===== src/rtl/hazard_control_unit.sv =====
// Load-use / memory-wait / branch hazard controller for a 5-stage pipeline.
// Outputs are combinational so a load-use stall takes effect in the detecting cycle.
module hazard_control_unit #(
  parameter int REG_W    = 5,
  parameter int LU_STALL = 1,
  parameter int CNT_W    = 16
) (
  input  logic             clk,
  input  logic             rst,
  input  logic             IDEX_MemRead,
  input  logic [REG_W-1:0] IDEX_RegisterRd,
  input  logic [REG_W-1:0] IFID_RegisterRs1,
  input  logic [REG_W-1:0] IFID_RegisterRs2,
  input  logic             IFID_UsesRs2,
  input  logic             EXMEM_MemRead,
  input  logic             mem_ready,
  input  logic             branch_taken,
  output logic             PCWrite,
  output logic             IFIDWrite,
  output logic             Bolha,
  output logic             IFID_Flush,
  output logic             Freeze,
  output logic [CNT_W-1:0] stall_count
);

  typedef enum logic {IDLE, LU_WAIT} state_t;

  localparam logic [2:0] LuInit = 3'(LU_STALL - 1);

  state_t           state;
  logic [2:0]       cnt;
  logic [CNT_W-1:0] stallCnt;
  logic             hit;
  logic             memWait;

  function automatic logic [CNT_W-1:0] satInc(input logic [CNT_W-1:0] v);
    return (&v) ? v : v + CNT_W'(1);
  endfunction

  assign hit = IDEX_MemRead && (IDEX_RegisterRd != '0) &&
               ((IFID_RegisterRs1 == IDEX_RegisterRd) ||
                (IFID_UsesRs2 && (IFID_RegisterRs2 == IDEX_RegisterRd)));

  assign memWait     = EXMEM_MemRead && !mem_ready;
  assign stall_count = stallCnt;

  // Priority: reset, memory wait (freeze), taken branch (flush), load-use bubble.
  always_comb begin
    PCWrite    = 1'b1;
    IFIDWrite  = 1'b1;
    Bolha      = 1'b0;
    IFID_Flush = 1'b0;
    Freeze     = 1'b0;
    if (!rst) begin
      if (memWait) begin
        PCWrite   = 1'b0;
        IFIDWrite = 1'b0;
        Freeze    = 1'b1;
      end else if (branch_taken) begin
        IFID_Flush = 1'b1;
        Bolha      = 1'b1;
      end else if (state == LU_WAIT || hit) begin
        PCWrite   = 1'b0;
        IFIDWrite = 1'b0;
        Bolha     = 1'b1;
      end
    end
  end

  always_ff @(posedge clk or posedge rst) begin
    if (rst) begin
      state    <= IDLE;
      cnt      <= 3'd0;
      stallCnt <= '0;
    end else begin
      if (!PCWrite) stallCnt <= satInc(stallCnt);
      // A freeze holds the FSM so the remaining bubbles are still owed afterwards.
      if (!memWait) begin
        if (branch_taken) begin
          state <= IDLE;
          cnt   <= 3'd0;
        end else if (state == LU_WAIT) begin
          cnt <= cnt - 3'd1;
          if (cnt == 3'd1) state <= IDLE;
        end else if (hit && LU_STALL > 1) begin
          state <= LU_WAIT;
          cnt   <= LuInit;
        end
      end
    end
  end

endmodule


===== config.mk =====
export PLATFORM = sky130hd
export DESIGN_NAME = hazard_control_unit
export DESIGN_NICKNAME = d
export VERILOG_FILES = /design/src/rtl/hazard_control_unit.sv
export SDC_FILE = /design/constraint.sdc
export NUM_CORES = 1
export LEC_CHECK = 0
export BUFFER_PORTS_ARGS = -buffer_cell sky130_fd_sc_hd__buf_2
export CAP_MARGIN = 20
export CORE_UTILIZATION = 50
export CTS_CLUSTER_DIAMETER = 40
export DETAILED_ROUTE_END_ITERATION = 16
export PLACE_DENSITY = 0.79
export SLEW_MARGIN = 20
export SYNTH_ARGS = -nofsm -noshare
export SYNTH_HDL_FRONTEND = slang
export SYNTH_SLANG_ARGS = --single-unit

===== constraint.sdc =====
create_clock -name clk -period 2.3 [get_ports clk]
set_clock_uncertainty 0.2 [all_clocks]
set_input_delay 0.23 -clock clk [delete_from_list [all_inputs] [get_ports clk]]
set_output_delay 0.23 -clock clk [all_outputs]
set_load 0.01 [all_outputs]

==> results of run 1 <==
-- metrics by stage --
| step | cells | power (W) | instance area, µm² | setup slack, ps |
|---|---|---|---|---|
| after floorplan | 124 | 0.000620 | 1280 | 308 |
| after global placement | 197 | 0.000721 | 1530 | 163 |
| after detailed placement | 197 | 0.000731 | 1530 | 38.8 |
| after CTS | 203 | 0.00102 | 1600 | 90.3 |
| after global routing | 205 | 0.00107 | 1620 | 13.4 |
| final | 205 | 0.00102 | 1620 | 109 |
-- cell type report --
class | instances | area, µm²
Fill cell | 200 | 833
Multi-Input combinational cell | 92 | 714
Sequential cell | 20 | 500
Timing Repair Buffer | 52 | 290
Tap cell | 30 | 37.5
Clock inverter | 1 | 30.0
Inverter | 7 | 26.3
Clock buffer | 3 | 22.5
-- report_power, final --
group,internal (W),switching (W)
clock network,0.000176,0.000116
logic,0.000124,0.000138
registers,0.000402,0.0000638
-- worst paths after layout --
check                           slack, ps  depth (start not counted)                  startpoint                    endpoint
worst max-delay path                  110                          9          IDEX_RegisterRd[4]                     PCWrite
worst min-delay path                   30                          3               EXMEM_MemRead          cnt[2]$_DFFE_PP0P_
worst max register to register        270                          6  stall_count[6]$_DFFE_PP0P_  stall_count[2]$_DFFE_PP0P_
worst min register to register        290                          1  stall_count[5]$_DFFE_PP0P_  stall_count[5]$_DFFE_PP0P_
max in group asynchronous            1360                          4                         rst  stall_count[4]$_DFFE_PP0P_
min in group asynchronous             330                          4                         rst          cnt[2]$_DFFE_PP0P_
-- cells in the mapped netlist, drive strengths merged --
cell / instances
a21boi: 1
nand2: 11
a21oi: 2
nor3: 12
dfrtp: 20
nor2b: 1
nor4b: 3
o31a: 1
o22ai: 2
and2: 1
inv: 7
nand3: 6
o21bai: 1
buf: 5
nor4: 2
nand4: 6
a31oi: 1
xor2: 13
nor3b: 1
and3: 1
xnor2: 10
nand2b: 1
o21a: 1
a211oi: 1
mux2: 1
o21ai: 3
nor2: 4
mux2i: 1
ha: 3
and4: 2
-- layer usage --
metal  track usage  up-vias  share of wire
li1              -      534              -
met1         0.233      531           0.39
met2         0.420       35           0.55
met3        0.0406        4          0.039
met4        0.0921        0          0.014
met5             0        -              0
-- tightest hold or removal path, stage by stage --
cell	delay, ps
buf_2	100
nand2b_1	90
o22ai_1	80
-- timing repair --
action,4_1_cts,5_1_grt
buffers inserted,0,2
hold endpoints to repair,21,0
hold buffers,2,0
resized for setup,0,1
endpoints found under the setup margin,0,2
-- kinds of logic after synthesis --
kind of cell	after synthesis	synth area share
simple gates	51	0.283
xor+xnor	23	0.157
flops	20	0.389
compound gates	13	0.0643
buf+inv	12	0.0604
fa+ha+maj	3	0.0292
mux	2	0.0166
-- sequential cells by signal, indices dropped and copies added (netlist names) --
register / cells
cnt: 3
stall_count: 16
state: 1
==> metrics, run 1 <==
Final min period=2190 ps; synth top area cells=dfrtp_1 (39%), xor2_1 (8.9%), xnor2_1 (6.8%), nor3_2 (5.5%), ha_1 (2.9%); clk root buf=clkbuf_4; synthesized instance count=124; clock transition at the registers of the reported paths=120 ps; Worst Setup Start Kind=input port; outcome=finished, final reports clean; Post-DP HPWL=2120 µm; row count=18; Slew Limit Fails=0; utilization after layout=0.661; most common cell after layout, fill and taps aside=buf_2; RePlAce Congestion=0.800; fin crit share=0.953; grt total ovfl=0; Final TNS setup=0 ps; mapped cell area=1280 µm²; post-route ant nets=0; worst IR drop on VDD=0.460 mV; Leak Pwr=0.792 nW; Largest delay share family, worst path=buffers and inverters; Synth Register Bits=20; clock sinks=20; Synth Net Count=149; Worst Hold Class=input port to flop; layout cell share with drive strength beyond 1=0.394; worst setup path class=input port to output pin; via-per-instance ratio=5.39; library cells used by synthesis=37; mean post-synth cell area=10.4 µm²; post-synth top area share=0.389; final setup fails=0; PD cells=629 nW/µm²; Hold Slack=28.5 ps; starting density of the core=0.523; max-cap violations=0; worst path bufs/invs=4; first-pass GRT wire length=4400 µm; vias in the first global route=1,045; most frequent cells in the layout=buf_2 (42), dfrtp_1 (20), xor2_1 (13), nand2_1 (10), xnor2_1 (9); Die Width=52.7 µm; critical path arrival=1760 ps; DR DRC count=0; synth warn=0; slowest CP cell=o31a_1; Largest stage delay, worst path=340 ps; P&R area growth vs syn=26.2%; endpoints failing hold=0; final wirelength=2780 µm; CTS tree=yes; CP required=1870 ps; post-synthesis sequential area ratio=0.389; Clock Tree Buf Depth=2; port bufs=42; Num CTS Buffers=3; Worst-Margin Slew=360 ps; post-DR wirelength/cell=13.6 µm; top cell type by total area after synthesis=dfrtp_1; H-tree depth=1; gr usage total=0.221; largest net degree at the start of global routing=21; TritonRoute pass-1 iters=4; FMAX=456 MHz; vias=1,104; ANT cells=0; CP Capture Type=output pin; later-pin clock latency in the skew report=310 ps; slew margin rel.=0.759; Core Box Area=2450 µm²; worst-path cell chain=buf_2, xnor2_2, nand4_1, o22ai_1, a31oi_1, o31a_1, buf_4, buf_4, buf_2; fin nets=201; antenna violations before repair=0; initial DRC count=23; CP max FO=7; I/O Pins=43; Die Ht=52.7 µm; RSZ-0062 raised after global routing=false; Die Area=2780 µm²
No activity file was read; power rests on OpenSTA's default activity.
==> run 2, diff against run 1 <==
--- a/config.mk
+++ b/config.mk
@@ -11,6 +11,7 @@
 export CTS_CLUSTER_DIAMETER = 40
 export DETAILED_ROUTE_END_ITERATION = 16
 export PLACE_DENSITY = 0.79
+export REMOVE_ABC_BUFFERS = 1
 export SLEW_MARGIN = 20
 export SYNTH_ARGS = -nofsm -noshare
 export SYNTH_HDL_FRONTEND = slang
==> constraint.sdc (replaced) <==
create_clock -name clk -period 2.6 [get_ports clk]
set_clock_uncertainty 0.2 [all_clocks]
set_input_delay 0.26 -clock clk [delete_from_list [all_inputs] [get_ports clk]]
set_output_delay 0.26 -clock clk [all_outputs]
set_load 0.01 [all_outputs]
==> metrics, run 2 (synthesized netlist as in run 1, its figures left out) <==
I/O Pins=43 (unchanged); grt total ovfl=0 (unchanged); via-per-instance ratio=5.31 (-1.3%); largest net degree at the start of global routing=21 (unchanged); Largest delay share family, worst path=buffers and inverters; RePlAce Congestion=0.786 (-1.8%); Area after DPL=1510 µm² (-0.98%); outcome=finished, final reports clean; most common cell after layout, fill and taps aside=buf_2; Num CTS Buffers=3 (unchanged); fill count=208 (+4.0%); final setup fails=0 (unchanged); vias in the first global route=1,013 (-3.1%); worst setup path class=input port to output pin; slew margin rel.=0.695 (-0.0640); antenna violations before repair=0 (unchanged); CP max FO=11 (+4); Slew Limit Fails=0 (unchanged); Final TNS setup=0 ps (unchanged); Final min period=2170 ps; Worst Setup Start Kind=input port; Setup Fix Bufs, Post-CTS=0 (unchanged); Finished Cell Area=1570 µm² (-3.3%); final wirelength=2530 µm (-9.0%); CTS tree=yes; max reg flops=16 (unchanged); endpoints failing hold=0 (unchanged); row count=18 (unchanged); max-cap violations=0 (unchanged); CP required=2140 ps (+270 ps); TritonRoute pass-1 iters=4 (unchanged); H-tree depth=1 (unchanged); starting density of the core=0.523 (unchanged); layout cell share with drive strength beyond 1=0.374 (-0.0200); clock sinks=20 (unchanged); Die Width=52.7 µm (unchanged); most frequent cells in the layout=buf_2 (42), dfrtp_1 (20), xor2_1 (13), nand2_1 (10), xnor2_1 (10); worst path bufs/invs=4 (unchanged); post-DR wirelength/cell=12.6 µm (-7.2%); vias=1,068 (-3.3%); metal2 WL=1260 µm (-18%); worst-path cell chain=dlygate4sd3_1, buf_2, inv_1, nand2_1, o31a_1, buf_2; post-route ant nets=0 (unchanged); Leak Pwr=0.762 nW (-3.8%); later-pin clock latency in the skew report=300 ps (about the same); Post-DP HPWL=2040 µm (-3.5%); port bufs=42 (unchanged); routed wl met3=154 µm (+43%); Largest stage delay, worst path=530 ps (+190 ps); worst IR drop on VDD=0.490 mV (+6.4%); gr usage total=0.206 (-0.0152); slowest CP cell=dlygate4sd3_1; Die Area=2780 µm² (unchanged); fin crit share=0.836; Clock Tree Buf Depth=2 (unchanged); Core Box Area=2450 µm² (unchanged); routed length on met1=1090 µm (-0.46%); first-pass GRT wire length=4220 µm (-4.1%); PostCTS Resize Cnt=0 (unchanged); multi-input logic area=707 µm² (-1.1%); Seq. cell area=500 µm² (unchanged); Worst-Margin Slew=457 ps (+96.8 ps); Worst Hold Class=input port to flop; Top Layer Used=met4; clock transition at the registers of the reported paths=110 ps (about the same); initial DRC count=14 (-39%); fin nets=197 (-2.0%); DR DRC count=0 (unchanged); clk root buf=clkbuf_4; ANT cells=0 (unchanged); critical path arrival=1710 ps (-50 ps); P&R area growth vs syn=22.0%; PD cells=527 nW/µm² (-16%); FMAX=460 MHz; RSZ-0062 raised after global routing=false; Die Ht=52.7 µm (unchanged); Crit path top cell by count=buf_2; CP Capture Type=output pin
-- run 2: stage by stage --
step / setup slack (ps) / instances / power (W) / utilization / hold WS (ps)
2_1_floorplan: 198 / 119 / 0.000542 / - / 32.1
3_3_place_gp: 303 / 195 / 0.000637 / 0.616 / 144
3_5_place_dp: 239 / 195 / 0.000647 / 0.616 / 158
4_1_cts: 433 / 201 / 0.000829 / 0.639 / 75.7
5_1_grt: 315 / 201 / 0.000876 / 0.639 / 105
6_report: 426 / 201 / 0.000826 / 0.639 / 88.2
-- run 2: power by group --
part	total, W	switching (W)	internal, W
Clock	0.000183	0.0000979	0.0000854
Sequential	0.000417	0.0000612	0.000356
Combinational	0.000226	0.000120	0.000106
-- run 2: layout make-up --
type | count | share of cell area
timing repair buffer | 48 | 0.166
inverter | 7 | 0.0168
sequential | 20 | 0.319
multi-input combinational | 92 | 0.451
clock buffer | 4 | 0.0231
tap | 30 | 0.0239
-- run 2: worst reg2reg max path, cell delays in order (launching register included) --
cell and delay, ps:
dfrtp_1 460, and4_1 420, nand2_4 140, nor4b_4 250
buf_4 220, nor2_1 80, mux2_2 290
-- run 2: layer usage --
layer  vias up  track usage
met3         4       0.0319
li1        525            -
met5         -            0
met4         0       0.0658
met1       499        0.259
met2        40        0.357
-- run 2: repair_timing --
action | 4_1_cts | 5_1_grt
hold buffers | 2 | 0
hold endpoints to repair | 21 | 0
endpoints found under the setup margin | 0 | 0
-- run 2: path summary, 6_finish.rpt --
path	start	slack [ps]	to	cells after the start
worst min register to register	stall_count[9]$_DFFE_PP0P_	290	stall_count[9]$_DFFE_PP0P_	1
min in group asynchronous	rst	390	stall_count[2]$_DFFE_PP0P_	4
worst max-delay path	rst	430	IFIDWrite	6
worst min-delay path	EXMEM_MemRead	90	cnt[2]$_DFFE_PP0P_	3
worst max register to register	stall_count[2]$_DFFE_PP0P_	440	stall_count[1]$_DFFE_PP0P_	6
max in group asynchronous	rst	1610	cnt[0]$_DFFE_PP0P_	4
